File: src/rtl/usb_cmd_pkg.sv
// usb_cmd_pkg
// Shared definitions for the USB command frame parser and the CDC command
// handlers that consume its output stream.
//   - parse_state_t : frame parser state encoding
//   - DEFAULT_HEADER_0 / DEFAULT_HEADER_1 : default sync bytes (0xAA 0x55)
//   - CMD_* : command codes dispatched to the PWM/UART/SPI/DAC/DSM handlers
package usb_cmd_pkg;

    typedef enum logic [2:0] {
        ST_IDLE  = 3'd0,
        ST_HDR1  = 3'd1,
        ST_CMD   = 3'd2,
        ST_LEN_H = 3'd3,
        ST_LEN_L = 3'd4,
        ST_DATA  = 3'd5,
        ST_CHK   = 3'd6
    } parse_state_t;

    localparam logic [7:0] DEFAULT_HEADER_0 = 8'hAA;
    localparam logic [7:0] DEFAULT_HEADER_1 = 8'h55;

    localparam logic [7:0] CMD_PWM  = 8'h01;
    localparam logic [7:0] CMD_UART = 8'h02;
    localparam logic [7:0] CMD_SPI  = 8'h03;
    localparam logic [7:0] CMD_DAC  = 8'h04;
    localparam logic [7:0] CMD_DSM  = 8'h05;

endpackage

File: src/rtl/usb_frame_timeout.sv
// usb_frame_timeout
// Inter-byte watchdog for the command frame parser. Only instantiated when
// FRAME_TIMEOUT_EN is defined.
// Ports:
//   clk    : PHY_CLK
//   rst    : asynchronous active-high reset
//   clear  : restart the count (a byte was received)
//   enable : count this cycle (a frame is in progress)
//   expire : high on the cycle the count reaches TIMEOUT_CYCLES-1
module usb_frame_timeout #(
    parameter int unsigned TIMEOUT_CYCLES = 6000000
) (
    input  logic clk,
    input  logic rst,
    input  logic clear,
    input  logic enable,
    output logic expire
);

    localparam logic [22:0] LAST_COUNT = 23'(TIMEOUT_CYCLES - 1);

    logic [22:0] count;

    // Expiry does not depend on clear: a byte landing on the expiry cycle
    // still sees the frame abandoned and is evaluated from IDLE by the parser.
    assign expire = enable && (count == LAST_COUNT);

    // Count while a frame is open; any received byte or an expiry restarts it.
    always_ff @(posedge clk or posedge rst) begin
        if (rst) begin
            count <= '0;
        end else if (clear || expire) begin
            count <= '0;
        end else if (enable) begin
            count <= count + 23'd1;
        end
    end

endmodule

File: src/rtl/usb_cmd_frame_parser.sv
// usb_cmd_frame_parser
// Extracts framed commands (AA 55 cmd len_h len_l payload[len] checksum) from
// the USB CDC receive byte stream and streams the payload, with index, to the
// command handlers. Payload is not buffered: handlers must discard side
// effects when parse_error_o follows a frame.
// Optional: define FRAME_TIMEOUT_EN to abandon a stalled frame after
// TIMEOUT_CYCLES clocks without a byte (reported as parse_error_o).
// Ports:
//   clk, rst            : PHY_CLK, asynchronous active-high reset
//   usb_data_in/_valid  : received byte and its one-cycle strobe
//   cmd_type_out        : command code of the last accepted frame
//   cmd_length_out      : payload length of the last accepted frame
//   cmd_start_o         : pulse when header/cmd/len are accepted
//   cmd_data_out/_index : payload byte and its 0-based index
//   cmd_data_valid_o    : pulse per payload byte
//   cmd_done_o          : pulse when the checksum matches
//   parse_error_o       : pulse on checksum mismatch, oversize len or timeout
module usb_cmd_frame_parser
    import usb_cmd_pkg::*;
#(
    parameter logic [7:0]  HEADER_0       = DEFAULT_HEADER_0,
    parameter logic [7:0]  HEADER_1       = DEFAULT_HEADER_1,
    parameter int unsigned MAX_PAYLOAD    = 1024,
    parameter int unsigned TIMEOUT_CYCLES = 6000000
) (
    input  logic        clk,
    input  logic        rst,
    input  logic [7:0]  usb_data_in,
    input  logic        usb_data_valid_in,
    output logic [7:0]  cmd_type_out,
    output logic [15:0] cmd_length_out,
    output logic        cmd_start_o,
    output logic [7:0]  cmd_data_out,
    output logic [15:0] cmd_data_index_out,
    output logic        cmd_data_valid_o,
    output logic        cmd_done_o,
    output logic        parse_error_o
);

    localparam logic [16:0] MAX_LEN = 17'(MAX_PAYLOAD);

    parse_state_t state, state_n, eval_state;
    logic [7:0]  sum, sum_n;
    logic [15:0] count, count_n;
    logic [15:0] len, len_n;
    logic [7:0]  cmd_reg, cmd_reg_n;
    logic [7:0]  len_h, len_h_n;
    logic [7:0]  type_n, data_n;
    logic [15:0] length_n, index_n;
    logic        start_n, valid_n, done_n, error_n;
    logic [15:0] rx_len;
    logic        frame_expire;

`ifdef FRAME_TIMEOUT_EN
    usb_frame_timeout #(
        .TIMEOUT_CYCLES(TIMEOUT_CYCLES)
    ) u_timeout (
        .clk    (clk),
        .rst    (rst),
        .clear  (usb_data_valid_in),
        .enable (state != ST_IDLE),
        .expire (frame_expire)
    );
`else
    // Without the watchdog a stalled frame waits forever; TIMEOUT_CYCLES is
    // still referenced so the parameter list is the same in both builds.
    assign frame_expire = 1'b0 & (TIMEOUT_CYCLES == 0);
`endif

    assign rx_len = {len_h, usb_data_in};

    // Next-state and next-output logic. A timeout forces the frame closed and
    // the same-cycle byte (if any) is then judged as if the parser were idle.
    always_comb begin
        state_n   = state;
        sum_n     = sum;
        count_n   = count;
        len_n     = len;
        cmd_reg_n = cmd_reg;
        len_h_n   = len_h;
        type_n    = cmd_type_out;
        length_n  = cmd_length_out;
        data_n    = cmd_data_out;
        index_n   = cmd_data_index_out;
        start_n   = 1'b0;
        valid_n   = 1'b0;
        done_n    = 1'b0;
        error_n   = 1'b0;

        eval_state = state;
        if (frame_expire) begin
            eval_state = ST_IDLE;
            state_n    = ST_IDLE;
            error_n    = 1'b1;
        end

        if (usb_data_valid_in) begin
            case (eval_state)
                ST_IDLE: begin
                    if (usb_data_in == HEADER_0) state_n = ST_HDR1;
                end
                ST_HDR1: begin
                    if (usb_data_in == HEADER_1)      state_n = ST_CMD;
                    else if (usb_data_in == HEADER_0) state_n = ST_HDR1;
                    else                              state_n = ST_IDLE;
                end
                ST_CMD: begin
                    cmd_reg_n = usb_data_in;
                    sum_n     = usb_data_in;
                    state_n   = ST_LEN_H;
                end
                ST_LEN_H: begin
                    len_h_n = usb_data_in;
                    sum_n   = sum + usb_data_in;
                    state_n = ST_LEN_L;
                end
                ST_LEN_L: begin
                    sum_n = sum + usb_data_in;
                    if ({1'b0, rx_len} > MAX_LEN) begin
                        error_n = 1'b1;
                        state_n = ST_IDLE;
                    end else begin
                        len_n    = rx_len;
                        type_n   = cmd_reg;
                        length_n = rx_len;
                        start_n  = 1'b1;
                        count_n  = '0;
                        state_n  = (rx_len == 16'd0) ? ST_CHK : ST_DATA;
                    end
                end
                ST_DATA: begin
                    data_n  = usb_data_in;
                    index_n = count;
                    valid_n = 1'b1;
                    sum_n   = sum + usb_data_in;
                    count_n = count + 16'd1;
                    if (count == len - 16'd1) state_n = ST_CHK;
                end
                ST_CHK: begin
                    if (usb_data_in == sum) done_n  = 1'b1;
                    else                    error_n = 1'b1;
                    state_n = ST_IDLE;
                end
                default: state_n = ST_IDLE;
            endcase
        end
    end

    // State, accumulators and all outputs are registered together so every
    // response lands exactly one cycle after the byte that caused it.
    always_ff @(posedge clk or posedge rst) begin
        if (rst) begin
            state              <= ST_IDLE;
            sum                <= '0;
            count              <= '0;
            len                <= '0;
            cmd_reg            <= '0;
            len_h              <= '0;
            cmd_type_out       <= '0;
            cmd_length_out     <= '0;
            cmd_start_o        <= 1'b0;
            cmd_data_out       <= '0;
            cmd_data_index_out <= '0;
            cmd_data_valid_o   <= 1'b0;
            cmd_done_o         <= 1'b0;
            parse_error_o      <= 1'b0;
        end else begin
            state              <= state_n;
            sum                <= sum_n;
            count              <= count_n;
            len                <= len_n;
            cmd_reg            <= cmd_reg_n;
            len_h              <= len_h_n;
            cmd_type_out       <= type_n;
            cmd_length_out     <= length_n;
            cmd_start_o        <= start_n;
            cmd_data_out       <= data_n;
            cmd_data_index_out <= index_n;
            cmd_data_valid_o   <= valid_n;
            cmd_done_o         <= done_n;
            parse_error_o      <= error_n;
        end
    end

endmodule
File: config.mk
export PLATFORM = sky130hd
export DESIGN_NAME = usb_cmd_frame_parser
export DESIGN_NICKNAME = d
export VERILOG_FILES = /design/src/rtl/usb_cmd_pkg.sv /design/src/rtl/usb_frame_timeout.sv /design/src/rtl/usb_cmd_frame_parser.sv
export SDC_FILE = /design/constraint.sdc
export NUM_CORES = 1
export LEC_CHECK = 0
export ABC_AREA = 1
export CAP_MARGIN = 20
export CORE_UTILIZATION = 50
export DETAILED_ROUTE_END_ITERATION = 7
export PLACE_DENSITY_LB_ADDON = 0.1
export RECOVER_POWER = 50
export SLEW_MARGIN = 5
export SYNTH_ARGS = -nofsm -noshare
export SYNTH_HDL_FRONTEND = slang
export SYNTH_HIERARCHICAL = 1
export SYNTH_SLANG_ARGS = --single-unit
export TNS_END_PERCENT = 20
File: constraint.sdc
create_clock -name clk -period 4.5 [get_ports clk]
set_input_delay 0.9 -clock clk [delete_from_list [all_inputs] [get_ports clk]]
set_output_delay 0.9 -clock clk [all_outputs]
set_load 0.02 [all_outputs]
==> flow_summary.toml, run 1 <==
[setup_path]
end_kind = "async pin"
startpoint_type = "input port"
cp_max_fo = 95
critical_path_buf_inv_count = 3
worst-setup-path-type = "input port to async pin"
ff2ff_path_depth = 10
critPathMaxStageDelay_ns = 1.64
cp.arrival_ns = 3.24
cp.depth = 3
path_cells = "dlygate4sd3_1 -> clkinvlp_2 -> clkbuf_2"
worst-endpoint-required_ns = 4.50
cp_top_family = "buffers and inverters"
r2r_setup_slack_ns = 1.66
slowest_stage = "clkbuf_2"

[final_layout]
nets = 730
stdcell_count = 847
layout-drive-gt1-share = 0.0700
area_growth_pct = 18.1
final_area_sq_um = 5980
mostFrequentLayoutCells = "217 x nand2_1, 95 x dfrtp_1, 60 x o21ai_0"
mostFrequentLayoutCell = "nand2_1"
n_fill_cell = 906
top_regs = "cmd_data_index_out: 16 flops, count: 16 flops, len: 16 flops"
diodes = 0
final_util = 0.612

[placement]
port_buffers = 62
place_hpwl_um = 9810
place_area_sq_um = 5780
place_congestion = 0.917
dpl.cell_count = 831

[die]
floorplan.initialDensity = 0.518
die_h_um = 103
boundaryPins = 63
die_x_um = 103
coreArea_sq_um = 9770
row_count = 36
dieArea_sq_um = 10500

[cts]
clockBufferDepth = 2
cts_resized = 0
cts_made_buffers = 9
h-tree-depth = 3
post-cts-setup-buffers = 0
cts.sinks = 95
clk_pin_slew_worst_paths_ns = 0.10
cts_tree = "done"
clk_latency_ns = 0.37
postCtsHoldBufs = 0
root_buffer = "clkbuf_8"

[routing]
dr.pass1.iters = 5
routed_wl_um = 13300
drt_iter0_drc = 259
drc = 0
vias_per_cell = 5.28
num_vias = 4468
ant_nets = 0
routedWlPerCell_um = 15.7

[global_route]
grt_overflow = 0
grt_antenna_before_repair = 0
met3_usage = 0.0441
first_global_vias = 4346
grt_pass1_wl_um = 21700
track_usage = 0.271
grt_max_degree = 96
top_usage_layer = "met2"
grt_util_met2 = 0.434
met1_usage = 0.384

[status]
violations = "capacitance limit, slew limit"
outcome = "complete, but fails checks"

[sta]
slew_headroom = -0.568
setup_viol = 0
slew_viol_final = 96
min_period_over_period = 0.722
min_period_ns = 3.25
hold_ws_ns = 0.480
fin_skew_ns = 0.0116
clock.fmax_mhz = 308
rsz0062_at_grt = "false"
hold_viol_final = 0
worst_pin_slew_ns = 2.35
tns_ns = 0

[power]
power_density_nw_per_um2 = 588
ir_worst_vdd_v = 0.000267
cellLeakagePower_nw = 2.94

[yosys]
synth_seq_cells = 95
ys_seq_area_frac = 0.469
ys_top_cells_by_area = "dfrtp_1 47%, nand2_1 16%, o21ai_0 5.8%"
synth_edf_count = 0
yosys.cell_types.count = 42
synth_cells = 650
synth_top_area_share = 0.469
syn_area_per_cell_sq_um = 7.79
yosysTopAreaCell = "dfrtp_1"
synth-main-ff-cell = "dfrtp_1"
ys_warn_count = 6
async_flop_share = 1.00
synth_area_sq_um = 5060
syn_nets = 671

[min_path]
hold_depth = 2
worstHoldPathType = "flip-flop to flip-flop"

[job]
maxCapViolCount = 1
==> report_power, final <==
part / leakage, nW / total, mW / switching, mW / internal [mW]
sequential: 1.21 / 1.39 / 0.291 / 1.10
clock: 0.116 / 0.642 / 0.321 / 0.321
combinational: 1.61 / 1.48 / 0.910 / 0.570
total: 2.94 / 3.52 / 1.52 / 1.99
==> worst reg2reg max path: cells and delay by family, from the launching register on <==
kind,cells,cell delay (ns)
simple gates,4,0.57
compound gates,3,1.19
flops,1,0.49
buf+inv,3,0.49
==> area by class of cell <==
class                   instances  area (sq um)  area share
multi-input cells             472          2320       0.388
repair buffers                 63           626       0.105
clock buffers                   9           124      0.0207
well taps                     133           166      0.0278
inverters                      68           267      0.0446
clock inverters                 7           103      0.0172
flip-flops and latches         95          2380       0.398
==> routing by layer <==
metal / up-vias / wire, um
li1: 2209 / -
met1: 2138 / 6320
met2: 108 / 6200
met3: 13 / 618
met4: 0 / 130
met5: - / 0
==> per-stage QoR <==
step,setup slack (ns),power [mW]
6_report,1.25,3.52
5_1_grt,0.778,3.78
4_1_cts,1.54,3.53
3_5_place_dp,1.16,2.88
3_3_place_gp,1.29,2.86
2_1_floorplan,1.12,2.34
==> cell families (layout without fill, tap and decap cells) <==
logic type	Yosys count	count (layout)	share of synthesized area
and+or+nand+nor	350	350	0.302
AOI/OAI and AO/OA	95	95	0.103
DFF	95	95	0.469
buffers and inverters	83	147	0.0707
xor gates and xnor gates	17	17	0.0294
adders and majority gates	10	10	0.0262
==> worst paths after layout <==
path	end	start
max	count[6]	rst
min	cmd_type_out[7]	cmd_type_out[7]
max reg2reg	sum[1]	eval_state[0]
min reg2reg	cmd_type_out[7]	cmd_type_out[7]
max in group clk	count[3]	usb_data_in[6]
min in group asynchronous	cmd_start_o	rst
==> Yosys cell counts, types with 2 or more instances <==
library cell and number:
nand3_1 36, nand2_2 4, nor3_1 12, a21oi_2 2, inv_4 2, buf_6 4
nor3_2 3, inv_1 57, nand3b_1 3, a31oi_1 3, nor2_4 2, o211ai_1 2
xnor2_1 6, o31ai_1 4, dfrtp_1 95, ha_1 9, o21ai_0 59, nor2_1 45
clkbuf_1 8, xor2_1 11, o21ai_1 5, inv_2 8, nand4_1 14, or2_1 2
nand2_1 217, a21oi_1 17, nor2_2 5
Note: power is estimated with default switching activity, not from simulation.
==> run 2, diff against run 1 <==
==> constraint.sdc (replaced) <==
create_clock -name clk -period 2.6 [get_ports clk]
set_input_delay 0.52 -clock clk [delete_from_list [all_inputs] [get_ports clk]]
set_output_delay 0.52 -clock clk [all_outputs]
set_load 0.02 [all_outputs]
==> flow_summary.toml, run 2 (same netlist as run 1, synthesis figures left out) <==
[status]
outcome = "finished clean"

[routing]
routedWlPerCell_um = 14.5
vias_per_cell = 5.20
num_vias = 4564
drt_iter0_drc = 229
routed.top_layer = "met4"
wl_met3_um = 616
ant_nets = 0
drc = 0
met1_length_um = 6220
wl_met2_um = 5720
routed_wl_um = 12700
dr.pass1.iters = 5

[sta]
slew_headroom = 0.126
setup_viol = 0
min_period_over_period = 0.898
fin_skew_ns = 0.0136
tns_ns = 0
min_period_ns = 2.33
rsz0062_at_grt = "false"
worst_pin_slew_ns = 1.31
slew_viol_final = 0
timing.final.ws_setup_ns = 0.265
hold_viol_final = 0
clock.fmax_mhz = 428

[die]
coreArea_sq_um = 9770
dieArea_sq_um = 10500
floorplan.initialDensity = 0.518
boundaryPins = 63
row_count = 36
die_h_um = 103
die_x_um = 103

[cts]
clockBufferDepth = 2
h-tree-depth = 3
cts.sinks = 95
postCtsHoldBufs = 0
clk_pin_slew_worst_paths_ns = 0.11
cts_made_buffers = 9
root_buffer = "clkbuf_8"
clk_latency_ns = 0.38
post-cts-setup-buffers = 0
cts_resized = 0
cts_tree = "done"

[setup_path]
worst-setup-path-type = "flip-flop to flip-flop"
end_kind = "flip-flop"
cp_max_fo = 7
cp_top_family = "simple AND/OR/NAND/NOR gates"
startpoint_type = "flip-flop"
critPathMaxStageDelay_ns = 0.44
worst-endpoint-required_ns = 2.87
path_common_cell = "nand2_1"
cp.arrival_ns = 2.61
critical_path_buf_inv_count = 1
slowest_stage = "dfrtp_1"
path_cells = "inv_1 -> ha_1 -> nand2_2 -> nor2_4 -> nand2_1 -> nand2_1 -> nand2_1 -> nor2_1 -> nand2_1 -> nor2_1 -> nand3_2 -> nand2_2 -> nand2_2 -> nand2_1 -> nand2_1"

[power]
power_frac_comb = 0.436
ir_worst_vdd_v = 0.000467
cellLeakagePower_nw = 3.05
p_int_mw = 3.32
clockPowerShare = 0.162
switching_share = 0.440
switchingPower_mw = 2.60
power_density_nw_per_um2 = 957
seqPwrFrac = 0.403

[final_layout]
n_fill_cell = 920
nets = 760
mostFrequentLayoutCells = "217 x nand2_1, 95 x dfrtp_1, 60 x clkdlybuf4s50_1"
final_util = 0.633
area_growth_pct = 22.2
mostFrequentLayoutCell = "nand2_1"
layout-drive-gt1-share = 0.101
diodes = 0
top_regs = "cmd_data_index_out: 16 flops, count: 16 flops, len: 16 flops"

[placement]
place_ws_ns = 0.0607
port_buffers = 62
place_hpwl_um = 9670
place_congestion = 0.990

[global_route]
grt_antenna_before_repair = 0
grt_pass1_wl_um = 21300
grt_overflow = 0
first_global_vias = 4175
grt_max_degree = 96
track_usage = 0.267

[job]
maxCapViolCount = 0

[min_path]
worstHoldPathType = "flip-flop to flip-flop"
[run 2: cell types whose count changed in the layout (fill, tap and decap cells not counted), moves of 2 or more]
cell / delta
buf_12: +2
buf_4: +28
bufinv_16: -2
clkdlybuf4s50_1: +8
clkinvlp_4: +3
dlygate4sd3_1: -8
inv_1: +2
inv_2: -2
inv_6: -2
inv_8: +2
nor2_1: +2
nor3_1: +2
nor3_2: -2
[run 2: worst paths after layout]
check / start / endpoint / slack (ns) / cells past startpoint
hold / removal: cmd_type_out[0] / cmd_type_out[0] / 0.48 / 2
hold reg to reg: cmd_type_out[0] / cmd_type_out[0] / 0.48 / 2
setup reg to reg: len[0] / eval_state[1] / 0.27 / 15
max in group asynchronous: rst / count[10] / 0.69 / 3
setup / recovery: len[0] / eval_state[1] / 0.27 / 15
min in group asynchronous: rst / len_h[7] / 1.09 / 3
[run 2: layout make-up]
class	instances	area (sq um)	area share
clock inverter	7	66.3	0.0107
sequential	95	2380	0.384
multi-input combinational	472	2310	0.373
timing repair buffer	93	878	0.142
clock buffer	9	124	0.0200
inverter	68	269	0.0435
tap	133	166	0.0269
[run 2: power by group through the flow]
stage	Clock, mW	Combinational, mW	Sequential [mW]
final	0.957	2.58	2.39
after global routing	1.06	2.93	2.45
after detailed placement	0	2.59	2.41
after CTS	0.982	2.60	2.39
after floorplan	0	1.56	2.48
after global placement	0	2.54	2.40
[run 2: tightest hold or removal path: cells and delay by family, from the launching register on]
kind | cells | cell delay (ns)
DFF | 1 | 0.36
and+or+nand+nor | 2 | 0.09
[run 2: through the flow]
| step | cells | cell area [sq um] | power [mW] | hold WS, ns |
|---|---|---|---|---|
| finish | 877 | 6190 | 5.92 | 0.480 |
| global route | 877 | 6190 | 6.43 | 0.509 |
| CTS | 877 | 6220 | 5.97 | 0.486 |
| detailed placement | 861 | 6030 | 5.00 | 0.459 |
| global placement | 861 | 6030 | 4.95 | 0.454 |
| floorplan | 650 | 5070 | 4.05 | 0.449 |
[run 2: metal layers]
metal / global-route usage / up-vias
met1: 0.382 / 2169
met4: 0.0769 / 0
met3: 0.0481 / 16
li1: - / 2266
met5: 0 / -
met2: 0.416 / 113
==> run 3, diff against run 2 <==
--- a/config.mk
+++ b/config.mk
@@ -7,7 +7,10 @@
 export LEC_CHECK = 0
 export ABC_AREA = 1
 export CAP_MARGIN = 20
-export CORE_UTILIZATION = 50
+export CELL_PAD_IN_SITES_DETAIL_PLACEMENT = 0
+export CELL_PAD_IN_SITES_GLOBAL_PLACEMENT = 2
+export CORE_ASPECT_RATIO = 0.5
+export CORE_UTILIZATION = 29
 export DETAILED_ROUTE_END_ITERATION = 7
 export PLACE_DENSITY_LB_ADDON = 0.1
 export RECOVER_POWER = 50
==> flow_summary.toml, run 3 (same netlist as run 1, synthesis figures left out) <==
[cts]
cts_resized = 0
clockBufferDepth = 2
cts.sinks = 95
clk_latency_ns = 0.35
cts_tree = "done"
postCtsHoldBufs = 0
h-tree-depth = 3
cts_made_buffers = 9
root_buffer = "clkbuf_16"
post-cts-setup-buffers = 0
clk_pin_slew_worst_paths_ns = 0.08

[setup_path]
cp_max_fo = 5
cp_top_family = "compound AO/OA/AOI/OAI gates"
slowest_stage = "clkdlybuf4s50_1"
ff2ff_path_depth = 10
end_kind = "flip-flop"
critPathMaxStageDelay_ns = 0.52
r2r_setup_slack_ns = 0.42
cp.arrival_ns = 2.50
reg2reg_from = "eval_state[0]"
path_common_cell = "nand2_1"
reg2reg_to = "sum[1]"
critical_path_buf_inv_count = 1
path_cells = "clkdlybuf4s50_1 -> ha_1 -> a21oi_1 -> nand2_1 -> a21oi_1 -> nor2_1 -> o21ai_0 -> nand2_1 -> nand2_1 -> nand2_1 -> o21ai_1 -> nand2_1"
cp.depth = 12
startpoint_type = "input port"
worst-endpoint-required_ns = 2.85
worst-setup-path-type = "input port to flip-flop"

[sta]
min_period_over_period = 0.867
clock.fmax_mhz = 444
slew_headroom = 0.428
rsz0062_at_grt = "false"
hold_viol_final = 0
min_period_ns = 2.25
worst_pin_slew_ns = 0.858
setup_viol = 0
slew_viol_final = 0
hold_ws_ns = 0.470
fin_skew_ns = 0.0102

[power]
total_power_mw = 6.47
switching_share = 0.421
switchingPower_mw = 2.72
p_int_mw = 3.74
ir_worst_vdd_v = 0.000370
power_density_nw_per_um2 = 1010
power_frac_comb = 0.405
clockPowerShare = 0.224
seqPwrFrac = 0.371
cellLeakagePower_nw = 3.11

[min_path]
min_to = "cmd_data_index_out[11]"
worstHoldPathType = "flip-flop to flip-flop"
worstHoldStart = "cmd_data_index_out[11]"
hold_depth = 2

[routing]
dr.pass1.iters = 4
ant_nets = 0
num_vias = 4398
routedWlPerCell_um = 15.3
routed_wl_um = 14800
drt_iter0_drc = 203
vias_per_cell = 4.54
drc = 0

[global_route]
track_usage = 0.179
grt_max_degree = 54
grt_antenna_before_repair = 0
grt_overflow = 0
first_global_vias = 4317
grt_pass1_wl_um = 24500

[final_layout]
mostFrequentLayoutCell = "nand2_1"
stdcell_count = 969
mostFrequentLayoutCells = "217 x nand2_1, 95 x dfrtp_1, 59 x o21ai_0"
final-seq-area_sq_um = 2380
nets = 758
diodes = 0
area_growth_pct = 26.5
multi_input_area_sq_um = 2320
top_regs = "cmd_data_index_out: 16 flops, count: 16 flops, len: 16 flops"
final_area_sq_um = 6400
n_fill_cell = 1784
layout-drive-gt1-share = 0.0997

[die]
boundaryPins = 63
row_count = 33
die_h_um = 95.4
floorplan.initialDensity = 0.303
coreArea_sq_um = 16700
dieArea_sq_um = 18000
die_x_um = 189

[status]
outcome = "finished clean"

[placement]
place_hpwl_um = 11300
place_area_sq_um = 6120
place_congestion = 0.808
port_buffers = 62
dpl.cell_count = 953

[job]
maxCapViolCount = 0
[run 3: cell types whose count changed in the layout (fill, tap and decap cells not counted), moves of 3 or more]
cell	previous run	this run
dlygate4sd3_1	2	10
clkbuf_16	0	9
buf_4	28	25
clkbuf_8	9	1
clkdlybuf4s50_1	60	52
[run 3: area by class of cell]
type,instances,share of cell area
Timing Repair Buffer,91,0.132
Multi-Input combinational cell,472,0.362
Clock buffer,10,0.0373
Inverter,68,0.0416
Sequential cell,95,0.371
Clock inverter,6,0.0117
Tap cell,227,0.0444
[run 3: worst register-to-register path, cell delays in order, from the launching register on]
cell and delay, ns:
dfrtp_1 0.48, inv_1 0.20, nor2_2 0.09, nand2_4 0.15, inv_6 0.09, nor2_2 0.14, nand2_2 0.21, o21ai_4 0.33
inv_2 0.16, o211ai_1 0.11, o21ai_1 0.10
[run 3: per-stage QoR]
step	util	setup TNS, ns	setup WS [ns]
floorplan	-	0	0.654
global placement	0.366	0	0.0289
detailed placement	0.366	-0.0265	-0.0265
CTS	0.385	0	0.362
global route	0.383	0	0.161
finish	0.383	0	0.346
[run 3: worst max path at each step]
stage	from	end
6_report	usb_data_in[2]	sum[7]
5_1_grt	len[2]	eval_state[2]
4_1_cts	usb_data_in[2]	sum[7]
3_5_place_dp	usb_data_in[2]	sum[7]
3_3_place_gp	usb_data_in[2]	sum[7]
2_1_floorplan	len[0]	eval_state[2]
[run 3: power groups by stage]
| stage | registers [mW] | logic [mW] | clock network (mW) |
|---|---|---|---|
| final | 2.40 | 2.62 | 1.45 |
| after global routing | 2.47 | 2.99 | 1.53 |
| after CTS | 2.42 | 2.67 | 1.49 |
| after detailed placement | 2.44 | 2.66 | 0 |
| after global placement | 2.44 | 2.67 | 0 |
| after floorplan | 2.48 | 1.56 | 0 |
[run 3: metal layers]
| layer | GRT usage | share of wire | vias to the layer above |
|---|---|---|---|
| met5 | 0 | 0 | - |
| met4 | 0.0343 | 0.0070 | 0 |
| met3 | 0.0383 | 0.036 | 11 |
| met2 | 0.275 | 0.42 | 70 |
| met1 | 0.257 | 0.54 | 2046 |
| li1 | - | - | 2271 |
